--- src/rtl/pwm_duty_ramp.sv ---
// Triangle "breathing" duty sequencer for a PWM stage; O_duty/O_step_stb register one cycle after each step tick.
// No backpressure: I_en low freezes timer and ramp, I_restart returns to duty 0 with priority over everything.
module pwm_duty_ramp #(
    parameter int STEP_CYCLES = 1_000_000,
    parameter int HOLD_STEPS  = 0,
    parameter int MAX_DUTY    = 100
) (
    input  logic       I_clk,
    input  logic       I_rst_n,
    input  logic       I_en,
    input  logic       I_restart,
    input  logic [7:0] I_peak,
    output logic [7:0] O_duty,
    output logic       O_step_stb,
    output logic       O_dir
);

    localparam int TMR_W = (STEP_CYCLES > 1) ? $clog2(STEP_CYCLES) : 1;
    localparam logic [TMR_W-1:0] TMR_LAST = TMR_W'(STEP_CYCLES - 1);
    localparam logic [7:0] MAX_D = 8'(MAX_DUTY);
    localparam logic [7:0] HOLD_D = 8'(HOLD_STEPS);

    typedef enum logic [1:0] {
        ST_RISE    = 2'd0,
        ST_HOLD_HI = 2'd1,
        ST_FALL    = 2'd2,
        ST_HOLD_LO = 2'd3
    } state_e;

    state_e             state_q, state_d;
    logic [7:0]         duty_q, duty_d;
    logic [7:0]         hold_cnt_q, hold_cnt_d;
    logic [TMR_W-1:0]   timer_q, timer_d;
    logic               step_stb_q, step_stb_d;

    logic               tick;
    logic [7:0]         peak_eff;
    logic [7:0]         duty_inc;
    logic [7:0]         duty_dec;

    always_comb begin
        peak_eff = (I_peak > MAX_D) ? MAX_D : I_peak;
        duty_inc = duty_q + 8'd1;
        duty_dec = duty_q - 8'd1;
        tick     = I_en && (timer_q == TMR_LAST);
    end

    // Timer freezes (not clears) while paused so a resume finishes the partial step.
    always_comb begin
        timer_d    = timer_q;
        step_stb_d = 1'b0;
        if (I_restart) begin
            timer_d = '0;
        end else if (I_en) begin
            timer_d    = tick ? '0 : timer_q + TMR_W'(1);
            step_stb_d = tick;
        end
    end

    always_ff @(posedge I_clk or negedge I_rst_n) begin
        if (!I_rst_n) begin
            state_q    <= ST_RISE;
            duty_q     <= '0;
            hold_cnt_q <= '0;
            timer_q    <= '0;
            step_stb_q <= 1'b0;
        end else begin
            state_q    <= state_d;
            duty_q     <= duty_d;
            hold_cnt_q <= hold_cnt_d;
            timer_q    <= timer_d;
            step_stb_q <= step_stb_d;
        end
    end

    always_comb begin
        state_d    = state_q;
        duty_d     = duty_q;
        hold_cnt_d = hold_cnt_q;
        if (I_restart) begin
            state_d    = ST_RISE;
            duty_d     = '0;
            hold_cnt_d = '0;
        end else if (tick) begin
            unique case (state_q)
                ST_RISE: begin
                    if (peak_eff == 8'd0) begin
                        duty_d  = '0;
                        state_d = ST_HOLD_LO;
                    end else if (duty_q < peak_eff) begin
                        duty_d = duty_inc;
                        if (duty_inc == peak_eff) begin
                            state_d = ST_HOLD_HI;
                        end
                    end else begin
                        // Peak was lowered below the current duty: snap down to it.
                        duty_d  = peak_eff;
                        state_d = ST_HOLD_HI;
                    end
                end
                ST_HOLD_HI: begin
                    if (hold_cnt_q < HOLD_D) begin
                        hold_cnt_d = hold_cnt_q + 8'd1;
                    end else begin
                        hold_cnt_d = '0;
                        if (duty_q == 8'd0) begin
                            state_d = ST_HOLD_LO;
                        end else begin
                            duty_d  = duty_dec;
                            state_d = (duty_dec == 8'd0) ? ST_HOLD_LO : ST_FALL;
                        end
                    end
                end
                ST_FALL: begin
                    if (duty_q == 8'd0) begin
                        state_d = ST_HOLD_LO;
                    end else begin
                        duty_d = duty_dec;
                        if (duty_dec == 8'd0) begin
                            state_d = ST_HOLD_LO;
                        end
                    end
                end
                ST_HOLD_LO: begin
                    if (hold_cnt_q < HOLD_D) begin
                        hold_cnt_d = hold_cnt_q + 8'd1;
                    end else if (peak_eff != 8'd0) begin
                        hold_cnt_d = '0;
                        duty_d     = 8'd1;
                        state_d    = (peak_eff == 8'd1) ? ST_HOLD_HI : ST_RISE;
                    end
                end
                default: begin
                    state_d = ST_RISE;
                end
            endcase
        end
    end

    always_comb begin
        O_dir = (state_q == ST_HOLD_HI) || (state_q == ST_FALL);
    end

    assign O_duty     = duty_q;
    assign O_step_stb = step_stb_q;

endmodule

--- config.mk ---
export PLATFORM = sky130hd
export DESIGN_NAME = pwm_duty_ramp
export DESIGN_NICKNAME = d
export VERILOG_FILES = /design/src/rtl/pwm_duty_ramp.sv
export SDC_FILE = /design/constraint.sdc
export NUM_CORES = 1
export LEC_CHECK = 0
export ABC_CLOCK_PERIOD_IN_PS = 3700
export CAP_MARGIN = 10
export CORE_ASPECT_RATIO = 0.8
export CORE_UTILIZATION = 37
export DETAILED_ROUTE_END_ITERATION = 8
export SYNTH_ARGS = -nofsm -noshare
export SYNTH_HDL_FRONTEND = slang
export SYNTH_SLANG_ARGS = --single-unit
--- constraint.sdc ---
create_clock -name I_clk -period 3.7 [get_ports I_clk]
set_input_delay 0.74 -clock I_clk [delete_from_list [all_inputs] [get_ports I_clk]]
set_output_delay 0.74 -clock I_clk [all_outputs]
set_load 0.02 [all_outputs]
# After elaboration in Yosys (flattened, before gate mapping)
# Cells that the tools add are included.
# totals
latch_bits	0
register_bits	39
mem_bits_rw	0
mem_bits_ro	0
n_memories	0
output_inout_bits	10
# op_classes
reduce_logical	13
n_addsub	4
div_mod_pow	0
mux	35
multipliers	0
shifts	0
magnitude_cmp	3
eq_ne	12
n_bitwise	0
# op_table
cell	count
2-to-1 mux 8 bit	14
2-to-1 mux 20 bit	3
one-hot mux 8 bit (4 select lines)	1
logical NOT 8 bit	3
adder 20 x 1 -> 20 bit, second input constant	1
equality test 20 bit, second input constant	1
2-to-1 mux 2 bit	10
adder 8 x 1 -> 8 bit, second input constant	2
one-hot mux 8 bit (2 select lines)	1
!= test 3 bit, second input constant	3
equality test 8 x 1 -> 1 bit, second input constant	1
equality test 8 bit	1
> comparator 8 x 7 -> 1 bit, second input constant	1
< comparator 8 x 1 -> 1 bit, second input constant	1
< comparator 8 bit	1
!= test 4 bit, second input constant	2
one-hot mux 2 bit (4 select lines)	1
nonzero test 8 bit	1
subtractor 8 x 1 -> 8 bit, second input constant	1
AND reduction 6 bit	1
2-to-1 mux 1 bit	5
!= test 5 bit, second input constant	1
equality test 2 bit, second input constant	2
AND reduction 4 bit	1
7 further kinds	8

# Depth between registers and ports, before layout
# logic_depth
word_depth	9
depth_mapped	12
depth_no_buf	11

# Worst setup path after synthesis
# No wires, ideal clock.
# synth_path
kind	input-to-reg
from	input I_peak[4]
to	register duty_q[5], in the netlist O_duty[5]
stages	11
arrival_ns	3.146
path_slack_ns	0.471
path_buffers	1
setup_time_ns	0.083
cell_sequence	or3_1 > a31oi_2 > nand2_1 > ha_1 > nor2b_1 > o211ai_1 > a31o_2 > and2_1 > clkbuf_1 > mux2_2 > o21ai_0
# synth_between
elab_chain_len	8
# synth_lines
item	line_no	text
from (decl)	12	input logic [7:0] I_peak,
> comparator 8 x 7 -> 1 bit	42	peak_eff = (I_peak > MAX_D) ? MAX_D : I_peak;
2-to-1 mux 8 bit (*)	42	
< comparator 8 bit	90	end else if (duty_q < peak_eff) begin
2-to-1 mux 8 bit	90	
2-to-1 mux 8 bit	87	if (peak_eff == 8'd0) begin
one-hot mux 8 bit (4 select lines)	85	unique case (state_q)
2-to-1 mux 8 bit	84	end else if (tick) begin
2-to-1 mux 8 bit	80	if (I_restart) begin
to (signal assigned)	69	duty_q <= duty_d;
to (decl)	31	logic [7:0] duty_q, duty_d;
# Mark *: on every way between the ends. The rest lies on a longest branch, timed or not. The select of a mux whose other input is x is not followed.
# A chain may end at the register's enable or synchronous reset.

# Worst setup path after layout
# layout_path
from	input I_peak[4]
to	register duty_q[4], in the netlist O_duty[4]
# Same word-level chain as after synthesis.

==> results.json <==
{
  "status": "finished clean",
  "synth_nets": 347,
  "drc": 0,
  "cts_tree": "yes",
  "drive_above_1_share": 0.1156,
  "yosysUniqueCellTypes": 62,
  "rsz0062_at_grt": "false",
  "fin_cells": 433,
  "grt_usage": 0.1941,
  "gp_congestion": 0.8485,
  "die_y_um": 77.55,
  "io-pin-count": 22,
  "drt_iter0_drc": 143,
  "grt_pass1_vias": 2211,
  "relSlewSlack": 0.5979,
  "ys.warnings.count": 0,
  "coreArea_um2": 6892,
  "grt_pass1_wl_um": 11200,
  "yosysSeqAreaShare": 0.2938,
  "postRouteAntennaNets": 0,
  "syn_inst": 319,
  "cts_buffers": 5,
  "initial_core_util": 0.3831,
  "drv_cap": 0,
  "crit_path_max_incr_delay_ns": 0.43,
  "crit_path_end_kind": "flop",
  "reg2reg_setup_slack_ns": 0.85,
  "antenna_found_initial": 0,
  "avgViaCountPerCell": 5.570,
  "hold_viol": 0,
  "path_max_fanout": 8,
  "clkTransAtPathRegs_ns": 0.06,
  "period_minus_slack_ns": 3.403,
  "ir_drop_uv": 188.1,
  "totalPowerFinal_uw": 686.7,
  "place_hpwl_um": 5005,
  "portBuffers": 21,
  "avgSynthCellArea_um2": 8.276,
  "post-route-util": 0.4470,
  "grt_max_degree": 32,
  "wl_um": 6646,
  "slew_viol_final": 0,
  "crit_top_cell": "o211ai_1",
  "period_share": 0.9196,
  "dp_cells": 426,
  "cp.arrival_ns": 3.56,
  "finalSetupTns_ns": 0,
  "first_pass_iters": 4,
  "hold_path_depth": 2,
  "syn_to_final_growth_pct": 16.68,
  "cts.sinks": 31,
  "worstSkewPairLatency_ns": 0.29,
  "dieWidth_um": 96.44,
  "synth_top_flop_cell": "dfrtp_1",
  "grt-ovfl-total": 0,
  "fmax_ghz": 0.2939,
  "row_count": 27,
  "crit_type": "input port to flop",
  "ff2ff_path_depth": 9,
  "detail_route.wl_per_cell_um": 15.35,
  "cts_setup_buffers": 0,
  "synth_edf_count": 0,
  "power_density_nw_per_um2": 222.9,
  "setup_violations": 0,
  "postCtsHoldBufs": 0,
  "cts_max_path_buffers": 2,
  "path_cells": "clkdlybuf4s50_1 > or3_1 > a31oi_2 > nand2_1 > ha_1 > nor2b_1 > o211ai_1 > a31o_2 > and2_1 > buf_4 > nor2_1 > a21oi_1 > o211ai_1",
  "tightestPinTransition_ns": 0.6031,
  "via_count": 2412,
  "hp-class": "flop to flop",
  "cts_resized": 0,
  "die_area_um2": 7479,
  "fill_cells": 696,
  "crit_slowest_cell": "clkdlybuf4s50_1",
  "leakage_uw": 0.001289,
  "start_kind": "input port",
  "diodes": 0,
  "h-tree-depth": 2,
  "synth_area_um2": 2640,
  "required_ns": 3.86,
  "clock-root-buffer": "clkbuf_8",
  "postSynth.asyncResetShare": 1.000,
  "final_nets": 374,
  "synth_seq_cells": 31,
  "clock-skew-final_ns": 0.003837
}
flip-flops by register name, summed over array words and instances (netlist names):
name	cells
state_q	2
O_step_stb	1
timer_q	20
O_duty	8
synthesized netlist by cell type (all sizes together), types with 6 or more instances:
cell,n,area share
nor2,35,0.050
dfrtp,31,0.29
o21ai,24,0.047
a21oi,21,0.040
nand2,20,0.028
nand3,17,0.032
ha,16,0.076
xor2,14,0.046
inv,13,0.018
clkbuf,10,0.014
nor3,10,0.019
or3,9,0.023
xnor2,9,0.030
and2,6,0.015
nand2b,6,0.014
stage by stage:
stage	area, um2	worst slack [ns]	hold WS (ns)
2_1_floorplan	2640	0.4713	0.4444
3_3_place_gp	2993	0.08901	0.5241
5_1_grt	3080	0.06924	0.5870
6_report	3080	0.2975	0.5381
4_1_cts	3080	0.3141	0.5461
3_5_place_dp	2993	0.06397	0.5272
report_power, final:
group | leakage (uW) | switching, uW | internal, uW
clock network | 0.0000470 | 127 | 146
logic | 0.000810 | 41.2 | 30.5
registers | 0.000432 | 1.80 | 341
layout by cell type (no fill, tap or decap), types with 6 or more instances in the layout:
cell type        instances
a21oi_1                 21
buf_4                   14
clkbuf_8                 6
clkdlybuf4s50_1         21
dfrtp_1                 31
ha_1                    16
inv_1                   13
nand2_1                 20
nand2b_1                 6
nand3_1                 17
nor2_1                  35
nor3_1                  10
o21ai_0                 17
o21ai_1                  6
or3_1                    8
xnor2_1                  9
xor2_1                  14
logic make-up (layout without fill, tap and decap cells):
kind of cell    after synthesis  count (layout)  share of synthesized area
buf+inv                      28              55                    0.04550
xor+xnor                     23              23                    0.07631
simple gates                146             146                     0.3161
mux                           5               5                    0.01943
fa+ha+maj                    16              16                    0.07583
flops                        31              31                     0.2938
other cells                   1               1                   0.001420
compound gates               69              69                     0.1716
layout make-up:
class | instances | area [um2] | share of cell area
Sequential cell | 31 | 775.7 | 0.2518
Multi-Input combinational cell | 260 | 1744 | 0.5662
Tap cell | 87 | 108.9 | 0.03534
Inverter | 13 | 48.80 | 0.01584
Clock inverter | 1 | 5.005 | 0.001625
Timing Repair Buffer | 35 | 315.3 | 0.1024
Clock buffer | 6 | 82.58 | 0.02681
final timing paths:
kind,startpoint,end
worst max register to register,O_duty[0],O_duty[2]
worst max-delay path,I_peak[4],O_duty[4]
max in group asynchronous,I_rst_n,O_duty[4]
worst min register to register,timer_q[4],timer_q[4]
worst min-delay path,timer_q[4],timer_q[4]
min in group asynchronous,I_rst_n,timer_q[13]
critical path, delay by kind of cell:
family / cells / cell delay (ns)
AO/OA/AOI/OAI: 5 / 0.91
adder cells (fa/ha/maj): 1 / 0.28
buffers and inverters: 2 / 0.62
AND/OR/NAND/NOR: 5 / 1.01
routing by layer:
| layer | wire length [um] | GRT usage | up-vias | share of wire |
|---|---|---|---|---|
| li1 | - | - | 1209 | - |
| met1 | 3554 | 0.3201 | 1136 | 0.53 |
| met2 | 2628 | 0.2556 | 63 | 0.40 |
| met3 | 411 | 0.02451 | 4 | 0.062 |
| met4 | 51 | 0.05441 | 0 | 0.0077 |
| met5 | 0 | 0 | - | 0 |
Power figures use the tool's default switching activity.
